## src/rtl/sid_audio_pkg.sv

```systemverilog
// Shared types, state encodings and saturation helper for the SID audio decimator.
package sid_audio_pkg;

    localparam int SAMPLE_W = 18;
    localparam int ACC_W    = SAMPLE_W + 5;

    typedef logic signed [SAMPLE_W-1:0] sample_t;

    typedef logic [1:0] dec_state_t;
    localparam dec_state_t IDLE = 2'd0;
    localparam dec_state_t DIV  = 2'd1;
    localparam dec_state_t PUSH = 2'd2;
    localparam dec_state_t FILT = 2'd3;

    // Clamp a signed value to the range of a w-bit two's complement number.
    function automatic logic signed [31:0] sat(input logic signed [31:0] x, input int w);
        logic signed [31:0] hi;
        logic signed [31:0] lo;
        hi = (32'sd1 <<< (w - 1)) - 32'sd1;
        lo = -(32'sd1 <<< (w - 1));
        if (x > hi)
            return hi;
        else if (x < lo)
            return lo;
        else
            return x;
    endfunction

endpackage

```

## src/rtl/sid_div_seq.sv

```systemverilog
// Signed-by-unsigned restoring divider, one quotient bit per clk; done pulses DW clk after start.
// start is ignored while busy; quotient truncates toward zero and holds until the next start.
module sid_div_seq #(
    parameter int DW = 23,
    parameter int VW = 5
) (
    input  logic                 clk,
    input  logic                 reset,
    input  logic                 start,
    input  logic signed [DW-1:0] dividend,
    input  logic [VW-1:0]        divisor,
    output logic                 busy,
    output logic                 done,
    output logic signed [DW-1:0] quotient
);

    localparam int CW = $clog2(DW + 1);

    logic [DW-1:0] q;
    logic [VW-1:0] rem;
    logic [VW-1:0] dvs;
    logic          neg;
    logic [CW-1:0] steps;
    logic [VW:0]   trial;

    assign trial    = {rem, q[DW-1]};
    assign quotient = neg ? -$signed(q) : $signed(q);

    always_ff @(posedge clk) begin
        if (reset) begin
            busy  <= 1'b0;
            done  <= 1'b0;
            q     <= '0;
            rem   <= '0;
            dvs   <= '0;
            neg   <= 1'b0;
            steps <= '0;
        end else begin
            done <= 1'b0;
            if (start && !busy) begin
                // Work on the magnitude; -(-2^(DW-1)) is still exact as an unsigned DW-bit value.
                neg   <= dividend[DW-1];
                q     <= dividend[DW-1] ? $unsigned(-dividend) : $unsigned(dividend);
                rem   <= '0;
                dvs   <= divisor;
                steps <= CW'(DW);
                busy  <= 1'b1;
            end else if (busy) begin
                if (trial >= {1'b0, dvs}) begin
                    rem <= VW'(trial - {1'b0, dvs});
                    q   <= {q[DW-2:0], 1'b1};
                end else begin
                    rem <= trial[VW-1:0];
                    q   <= {q[DW-2:0], 1'b0};
                end
                steps <= steps - CW'(1);
                if (steps == CW'(1)) begin
                    busy <= 1'b0;
                    done <= 1'b1;
                end
            end
        end
    end

endmodule

```

## src/rtl/sid_audio_decimator.sv

```systemverilog
// Box-car decimates the stereo SID mix from ce_1m to OUT_RATE; window end to out_valid is W+7 clk (+1 with SID_DCBLOCK_EN).
// out_l/out_r hold while out_valid; a finished sample that finds the port still full is dropped and sets sticky overrun.
module sid_audio_decimator
    import sid_audio_pkg::*;
#(
    parameter int IN_RATE  = 985248,
    parameter int OUT_RATE = 48000,
    parameter int W        = SAMPLE_W
) (
    input  logic                clk,
    input  logic                reset,
    input  logic                ce_1m,
    input  logic signed [W-1:0] audio_l,
    input  logic signed [W-1:0] audio_r,
    output logic                out_valid,
    input  logic                out_ready,
    output logic signed [W-1:0] out_l,
    output logic signed [W-1:0] out_r,
    output logic                overrun
);

    localparam int         AW      = W + 5;
    localparam logic [4:0] CNT_MAX = 5'd31;

    logic signed [AW-1:0] acc_l, acc_r;
    logic signed [AW-1:0] sum_l, sum_r;
    logic signed [AW-1:0] q_l, q_r;
    logic signed [W-1:0]  res_l, res_r;
    logic [4:0]           cnt, cnt_nxt;
    logic [31:0]          phase, ph_add;
    logic                 win_end, start;
    logic                 busy_l, busy_r, done_l, done_r;
    dec_state_t           state;

    // The sample that closes a window is part of it, so the divider sees acc+sample and cnt+1.
    assign sum_l   = acc_l + AW'(audio_l);
    assign sum_r   = acc_r + AW'(audio_r);
    assign cnt_nxt = cnt + 5'd1;
    assign ph_add  = phase + 32'(OUT_RATE);
    assign win_end = ce_1m && ((ph_add >= 32'(IN_RATE)) || (cnt_nxt == CNT_MAX));
    assign start   = win_end && (state == IDLE) && !busy_l && !busy_r;

    always_ff @(posedge clk) begin
        if (reset) begin
            acc_l <= '0;
            acc_r <= '0;
            cnt   <= '0;
            phase <= '0;
        end else if (ce_1m) begin
            if (win_end) begin
                acc_l <= '0;
                acc_r <= '0;
                cnt   <= '0;
                phase <= (ph_add >= 32'(IN_RATE)) ? ph_add - 32'(IN_RATE) : ph_add;
            end else begin
                acc_l <= sum_l;
                acc_r <= sum_r;
                cnt   <= cnt_nxt;
                phase <= ph_add;
            end
        end
    end

    sid_div_seq #(.DW(AW), .VW(5)) u_div_l (
        .clk      (clk),
        .reset    (reset),
        .start    (start),
        .dividend (sum_l),
        .divisor  (cnt_nxt),
        .busy     (busy_l),
        .done     (done_l),
        .quotient (q_l)
    );

    sid_div_seq #(.DW(AW), .VW(5)) u_div_r (
        .clk      (clk),
        .reset    (reset),
        .start    (start),
        .dividend (sum_r),
        .divisor  (cnt_nxt),
        .busy     (busy_r),
        .done     (done_r),
        .quotient (q_r)
    );

`ifdef SID_DCBLOCK_EN
    localparam int YW = W + 2;

    logic signed [W-1:0]  x_l, x_r, y_l, y_r;
    logic signed [W-1:0]  x1_l, x1_r, y1_l, y1_r;
    logic signed [YW-1:0] yw_l, yw_r;

    // One-pole high-pass: y = x - x1 + y1 - y1/1024, pole just inside the unit circle.
    assign x_l  = W'(sat(32'(q_l), W));
    assign x_r  = W'(sat(32'(q_r), W));
    assign yw_l = YW'(x_l) - YW'(x1_l) + YW'(y1_l) - YW'(y1_l >>> 10);
    assign yw_r = YW'(x_r) - YW'(x1_r) + YW'(y1_r) - YW'(y1_r >>> 10);
    assign y_l  = W'(sat(32'(yw_l), W));
    assign y_r  = W'(sat(32'(yw_r), W));
`else
    assign res_l = W'(sat(32'(q_l), W));
    assign res_r = W'(sat(32'(q_r), W));
`endif

    always_ff @(posedge clk) begin
        if (reset) begin
            state     <= IDLE;
            out_valid <= 1'b0;
            out_l     <= '0;
            out_r     <= '0;
            overrun   <= 1'b0;
`ifdef SID_DCBLOCK_EN
            res_l     <= '0;
            res_r     <= '0;
            x1_l      <= '0;
            x1_r      <= '0;
            y1_l      <= '0;
            y1_r      <= '0;
`endif
        end else begin
            if (out_valid && out_ready)
                out_valid <= 1'b0;
            // A window closing while the previous one is still in flight is lost.
            if (win_end && (state != IDLE))
                overrun <= 1'b1;
            case (state)
                IDLE: begin
                    if (start)
                        state <= DIV;
                end
                DIV: begin
                    if (done_l && done_r)
`ifdef SID_DCBLOCK_EN
                        state <= FILT;
`else
                        state <= PUSH;
`endif
                end
`ifdef SID_DCBLOCK_EN
                FILT: begin
                    res_l <= y_l;
                    res_r <= y_r;
                    x1_l  <= x_l;
                    x1_r  <= x_r;
                    y1_l  <= y_l;
                    y1_r  <= y_r;
                    state <= PUSH;
                end
`endif
                PUSH: begin
                    if (out_valid && !out_ready) begin
                        overrun <= 1'b1;
                    end else begin
                        out_l     <= res_l;
                        out_r     <= res_r;
                        out_valid <= 1'b1;
                    end
                    state <= IDLE;
                end
                default: state <= IDLE;
            endcase
        end
    end

endmodule
```

## config.mk

```make
export PLATFORM = sky130hd
export DESIGN_NAME = sid_audio_decimator
export DESIGN_NICKNAME = d
export VERILOG_FILES = /design/src/rtl/sid_audio_pkg.sv /design/src/rtl/sid_div_seq.sv /design/src/rtl/sid_audio_decimator.sv
export SDC_FILE = /design/constraint.sdc
export NUM_CORES = 1
export LEC_CHECK = 0
export ABC_CLOCK_PERIOD_IN_PS = 13500
export CORE_AREA = 2 2 151 153
export DETAILED_ROUTE_END_ITERATION = 6
export DIE_AREA = 0 0 153 155
export HOLD_SLACK_MARGIN = 0.12
export PLACE_DENSITY = 0.84
export SYNTH_ARGS = -nofsm -noshare
export SYNTH_HDL_FRONTEND = slang
export SYNTH_SLANG_ARGS = --single-unit
export TNS_END_PERCENT = 100
```

## constraint.sdc

```tcl
create_clock -name clk -period 13.5 [get_ports clk]
set_input_delay 4.05 -clock clk [delete_from_list [all_inputs] [get_ports clk]]
set_output_delay 4.05 -clock clk [all_outputs]
set_load 0.02 [all_outputs]
```

# Yosys cells after proc, flatten, opt, wreduce, memory -nomap -nowiden
# Cells that the tools add are included.
# W data, S select, Z words.
# totals
register_bits	205
output_inout_bits	38
# op_classes
eq_ne	7
add_sub_neg	13
reduce_logical	24
muxes	42
bitwise_logic	3
n_lt_le_gt_ge	7
# ops
op	count
$mux W23	10
$neg A23 Y23	4
$mux W18	4
$mux W32	2
$add A23 B18 Y23	2
$gt A23 B18 Y1 const B	2
$lt A23 B18 Y1 const B	2
$mux W5	7
$add A32 B16 Y32 const B	1
$ge A32 B20 Y1 const B	1
$sub A32 B20 Y32 const B	1
$mux W1	16
$ge A6 B5 Y1	2
$eq A5 B1 Y1 const B	2
$logic_and A1 B1 Y1	10
$sub A5 B1 Y5 const B	2
$sub A5 B5 Y5	2
$reduce_bool A2 Y1	3
$reduce_or A3 Y1	2
$add A5 B1 Y5 const B	1
$eq A5 B5 Y1 const B	1
$mux W2	2
$pmux W2 S2	1
$reduce_and A2 Y1	2
9 further kinds	14

# Logic depth before layout (Yosys ltp)
# logic_depth
word_depth	9
depth_mapped	16
mapped_depth_nobuf	12

# Cells and area by module
# A second synthesis with hierarchy kept.
# unflattened
hier_cells	1822
hier_area_um2	14132.3
# by_module_without_submodules
module	area_each_um2	cells_per_inst	n_inst	seq_area_each_um2
sid_audio_decimator	8152.8	1053	1	2362.3
sid_div_seq at u_div_l	2991.6	388	1	820.8
sid_div_seq at u_div_r	2987.9	381	1	820.8

# Worst setup path after synthesis
# No wires, ideal clock.
# synth_timing
kind	input to register
startpoint	in audio_r[0]
endpoint	reg u_div_r.q[19]
n_path_buf	0
slack_ps	6328
cell_stages	12
arrival_time_ps	7045
required_ps	13372
setup_ps	128
path_cell_list	ha_1 -> fa_1 -> xnor2_1 -> and3_1 -> inv_1 -> a2111oi_1 -> o2111ai_1 -> nor4_1 -> a21oi_1 -> xor2_1 -> a221oi_1 -> nor2_1
# synth_between
elab_chain_len	4
# synth_lines
element	line	source
start, declared	sid_audio_decimator.sv:14	input logic signed [W-1:0] audio_r,
$add A23 B18 Y23 (*)	sid_audio_decimator.sv:37	assign sum_r = acc_r + AW'(audio_r);
$neg A23 Y23	sid_div_seq.sv:43	q <= dividend[DW-1] ? $unsigned(-dividend) : $unsigned(dividend);
$mux W23 (*)	sid_div_seq.sv:43	
$mux W23 (*)	sid_div_seq.sv:40	if (start && !busy) begin
end signal, assigned	sid_div_seq.sv:43	
end signal, assigned	sid_div_seq.sv:51	q <= {q[DW-2:0], 1'b1};
end signal, assigned	sid_div_seq.sv:54	q <= {q[DW-2:0], 1'b0};
end, declared	sid_div_seq.sv:19	logic [DW-1:0] q;
# Mark *: on every way between the ends. The rest lies on a longest branch, timed or not.
# A chain may end at the register's enable or synchronous reset.

# Worst setup path after layout
# layout_timing
startpoint	in audio_l[0]
endpoint	reg u_div_l.q[21]
# layout_between
elab_chain_len	4
# layout_lines
element	line	source
start, declared	sid_audio_decimator.sv:13	input logic signed [W-1:0] audio_l,
$add A23 B18 Y23 (*)	sid_audio_decimator.sv:36	assign sum_l = acc_l + AW'(audio_l);
$neg A23 Y23	sid_div_seq.sv:43	
$mux W23 (*)	sid_div_seq.sv:43	
$mux W23 (*)	sid_div_seq.sv:40	
end signal, assigned	sid_div_seq.sv:43	
end signal, assigned	sid_div_seq.sv:51	
end signal, assigned	sid_div_seq.sv:54	
end, declared	sid_div_seq.sv:19	
# Marked as above.

==> results.toml <==
[placement]
post-place-cells = 2070
gp_congestion = 0.906
portBuffers = 77
hpwl_mm = 24.2
place_area_um2 = 15100

[run_status]
status = "finished, final reports clean"

[synth]
synthCells = 1806
syn_avg_cell_area_um2 = 7.91
yosysWarnings = 0
synth_top_family_by_area = "compound AO/OA/AOI/OAI gates"
synth.area.mux_share = 0.0301
ys.flop_type = "dfxtp_1"
synthArstFlopShare = 0
synth-seq-cells = 200
synth_fa_ha_area_frac = 0.0659
synth_xor_area_frac = 0.0908
seq_area_frac_synth = 0.280
syn-num-nets = 1918
synth_compound_area_frac = 0.251
synth_edf_count = 0
synthSimpleGateAreaFrac = 0.235
syn_area_um2 = 14300
synth_cell_types = 95

[pwr]
power_density_nw_per_um2 = 218
leakage_uw = 0.00610
p_total_uw = 3420
peakVddDrop_mv = 0.112

[clock_network]
cts.path.max_buffers = 2
clock_latency_ns = 0.45
cts_tree = "done"
cts_setup_buffers = 0
hold_buffers = 0
cts_buffers = 17
cts_root_buf = "clkbuf_16"
cts.htree.levels = 4
clock-sinks = 200
clk_pin_slew_worst_paths_ns = 0.07
ctsResizeCount = 0

[floorplanning]
rows = 55
core_um2 = 22200
io-pin-count = 78
die_x_um = 153
die_y_um = 155
start_util = 0.642
die-area_um2 = 23700

[routing]
via_count = 13200
drc = 0
detail_route.vias_per_cell = 6.27
wirelength_mm = 34.3
drt_iter0_markers = 1000
first_pass_iters = 5
antenna_left = 0
post_drt_wl_per_cell_um = 16.3

[setup_path]
worst_ep_arrival_time_ns = 8.05
crit_path_end_kind = "flip-flop"
crit_fanout = 5
start_kind = "primary input"
path_delay_family = "compound AO/OA/AOI/OAI gates"
crit_path_top_delay_cell = "nor4_1"
crit_top_cell = "xnor2_1"
cp_data_required_time_ns = 13.85
critPathBufInv = 1
cp_cell_sequence = "clkdlybuf4s50_1, ha_1, fa_1, a21o_1, a221oi_1, xnor2_1, nor4_2, o211ai_1, nor4_1, nand3_1, o21bai_1, xnor2_1, a211oi_1"
slowest_delay_ns = 0.62
critical_path_class = "primary input to flip-flop"

[timing]
drv_slew = 0
setup_viol = 0
fin_crit_ns = 7.70
tns_ns = 0
slew_headroom = 0.245
fmax_ghz = 0.130
finClkSkew_ns = 0.0115
rsz0062_at_grt = "false"
fin_crit_sh = 0.570
finalHoldViolCount = 0
tightestPinTransition_ns = 1.12

[global_routing]
track_usage = 0.283
grt_max_degree = 81
antenna_found_initial = 0
grt_pass1_wl_mm = 57.3
grt_pass1_vias = 11900
globalRoute.totalOverflow = 0

[cells_and_area]
final_cells = 2102
synthToLayoutAreaGrowth_pct = 9.71
drive_above_1_share = 0.0693
fin_area_um2 = 15700
n_antenna_cell = 0
nNetsFinal = 1916

[min_path]
hold_class = "flip-flop to flip-flop"

[flow_run]
maxCapViolCount = 0
## layout by cell type, fill, tap and decap left out, types with 35 or more instances in the layout
master and instances:
nand3_1 40, clkdlybuf4s50_1 76, nand2_1 136, inv_1 56
o21ai_0 54, dfxtp_1 199, a21oi_1 93, nor2_1 237
a211oi_1 42, xor2_1 75, mux2i_1 35, nor3_1 57
ha_1 68, xnor2_1 73
## cell usage after synthesis, drive strengths merged, types with 7 or more instances
master  instances  share of area
nor4           21          0.013
a211o           7         0.0043
o41ai          14         0.0086
buf            27         0.0097
o31ai          17         0.0099
a21boi         17         0.0089
a211oi         44          0.024
a31oi          14         0.0061
nand3          40          0.014
o21ai          91          0.035
nand2         136          0.036
nor3           59          0.021
nand4          14         0.0066
a22o           22          0.013
o21ba          20          0.014
o32ai          13         0.0080
nor2          238          0.063
xor2           75          0.046
and2           11         0.0048
mux2            7         0.0055
dfxtp         200           0.28
inv            56          0.015
nor4b           7         0.0043
a221oi         12         0.0074
a21o           23          0.012
xnor2          73          0.045
or4             8         0.0045
o211ai         12         0.0063
and3           28          0.012
or3            15         0.0066
mux2i          35          0.025
nor2b          26          0.011
a21oi          95          0.034
ha             68          0.060
o21a           30          0.016
nand2b         23          0.011
and4            8         0.0049
clkbuf         85          0.022
nor3b          11         0.0058
or2            14         0.0061
## worst paths after layout
kind / startpoint / endpoint / slack (ns) / cells after the start
worst max register to register: phase[7] / u_div_r.q[11] / 9.22 / 11
worst min register to register: acc_r[0] / acc_r[0] / 0.45 / 2
worst min-delay path: acc_r[0] / acc_r[0] / 0.45 / 2
worst max-delay path: audio_l[0] / u_div_l.q[21] / 5.80 / 13
## registers in the layout (all words and copies together) (netlist names)
register and cells:
u_div_l.q 23, u_div_l.done 1, u_div_r.busy 1, out_r 18, u_div_l.rem 5, acc_l 23
u_div_r.steps 5, out_valid 1, cnt 5, u_div_l.dvs 5, u_div_l.steps 5, u_div_r.done 1
u_div_l.busy 1, u_div_r.dvs 5, u_div_r.q 23, out_l 18, acc_r 23, u_div_l.neg 1
u_div_r.rem 5, state 2, phase 27, overrun 1, u_div_r.neg 1
## power by group
group	leakage, uW	internal (uW)	switching, uW	total, uW
combinational	0.00419	786	1130	1910
clock	0.000278	292	232	524
sequential	0.00163	751	230	981
## cell families after synthesis
kind of cell,count (synthesis)
AND/OR/NAND/NOR,676
AO/OA/AOI/OAI,499
flip-flops,200
buffers and inverters,168
XOR/XNOR,148
adder cells (fa/ha/maj),73
multiplexers,42
## layer usage
metal	GRT usage	part of all wire	vias up
met4	0.0825	0.016	0
li1	-	-	6532
met5	0	0	-
met1	0.398	0.47	6187
met3	0.0334	0.053	53
met2	0.462	0.46	410
## worst reg2reg max path, cell delays in order (launching register included)
cell	delay [ns]
dfxtp_1	0.46
inv_1	0.14
ha_1	0.31
nor2b_1	0.20
o21ai_2	0.44
and3_1	0.32
and3_1	0.21
o221ai_2	0.21
or4_1	0.68
o21ai_2	0.76
nor3b_1	0.19
o32ai_1	0.28
## metrics by stage
stage | util | setup slack [ns] | hold WS (ns)
global route | 0.705 | 5.31 | 0.481
detailed placement | 0.678 | 5.42 | 0.449
floorplan | - | 6.33 | 0.430
CTS | 0.705 | 5.86 | 0.458
global placement | 0.678 | 5.54 | 0.440
finish | 0.705 | 5.80 | 0.455
## final cells by class
class | count | area (um2)
Multi-Input combinational cell | 1438 | 9630
Fill cell | 1788 | 6560
Sequential cell | 200 | 4010
Timing Repair Buffer | 91 | 873
Clock buffer | 21 | 440
Tap cell | 285 | 357
Inverter | 56 | 210
Clock inverter | 11 | 149
(Power assumes the default switching activity.)
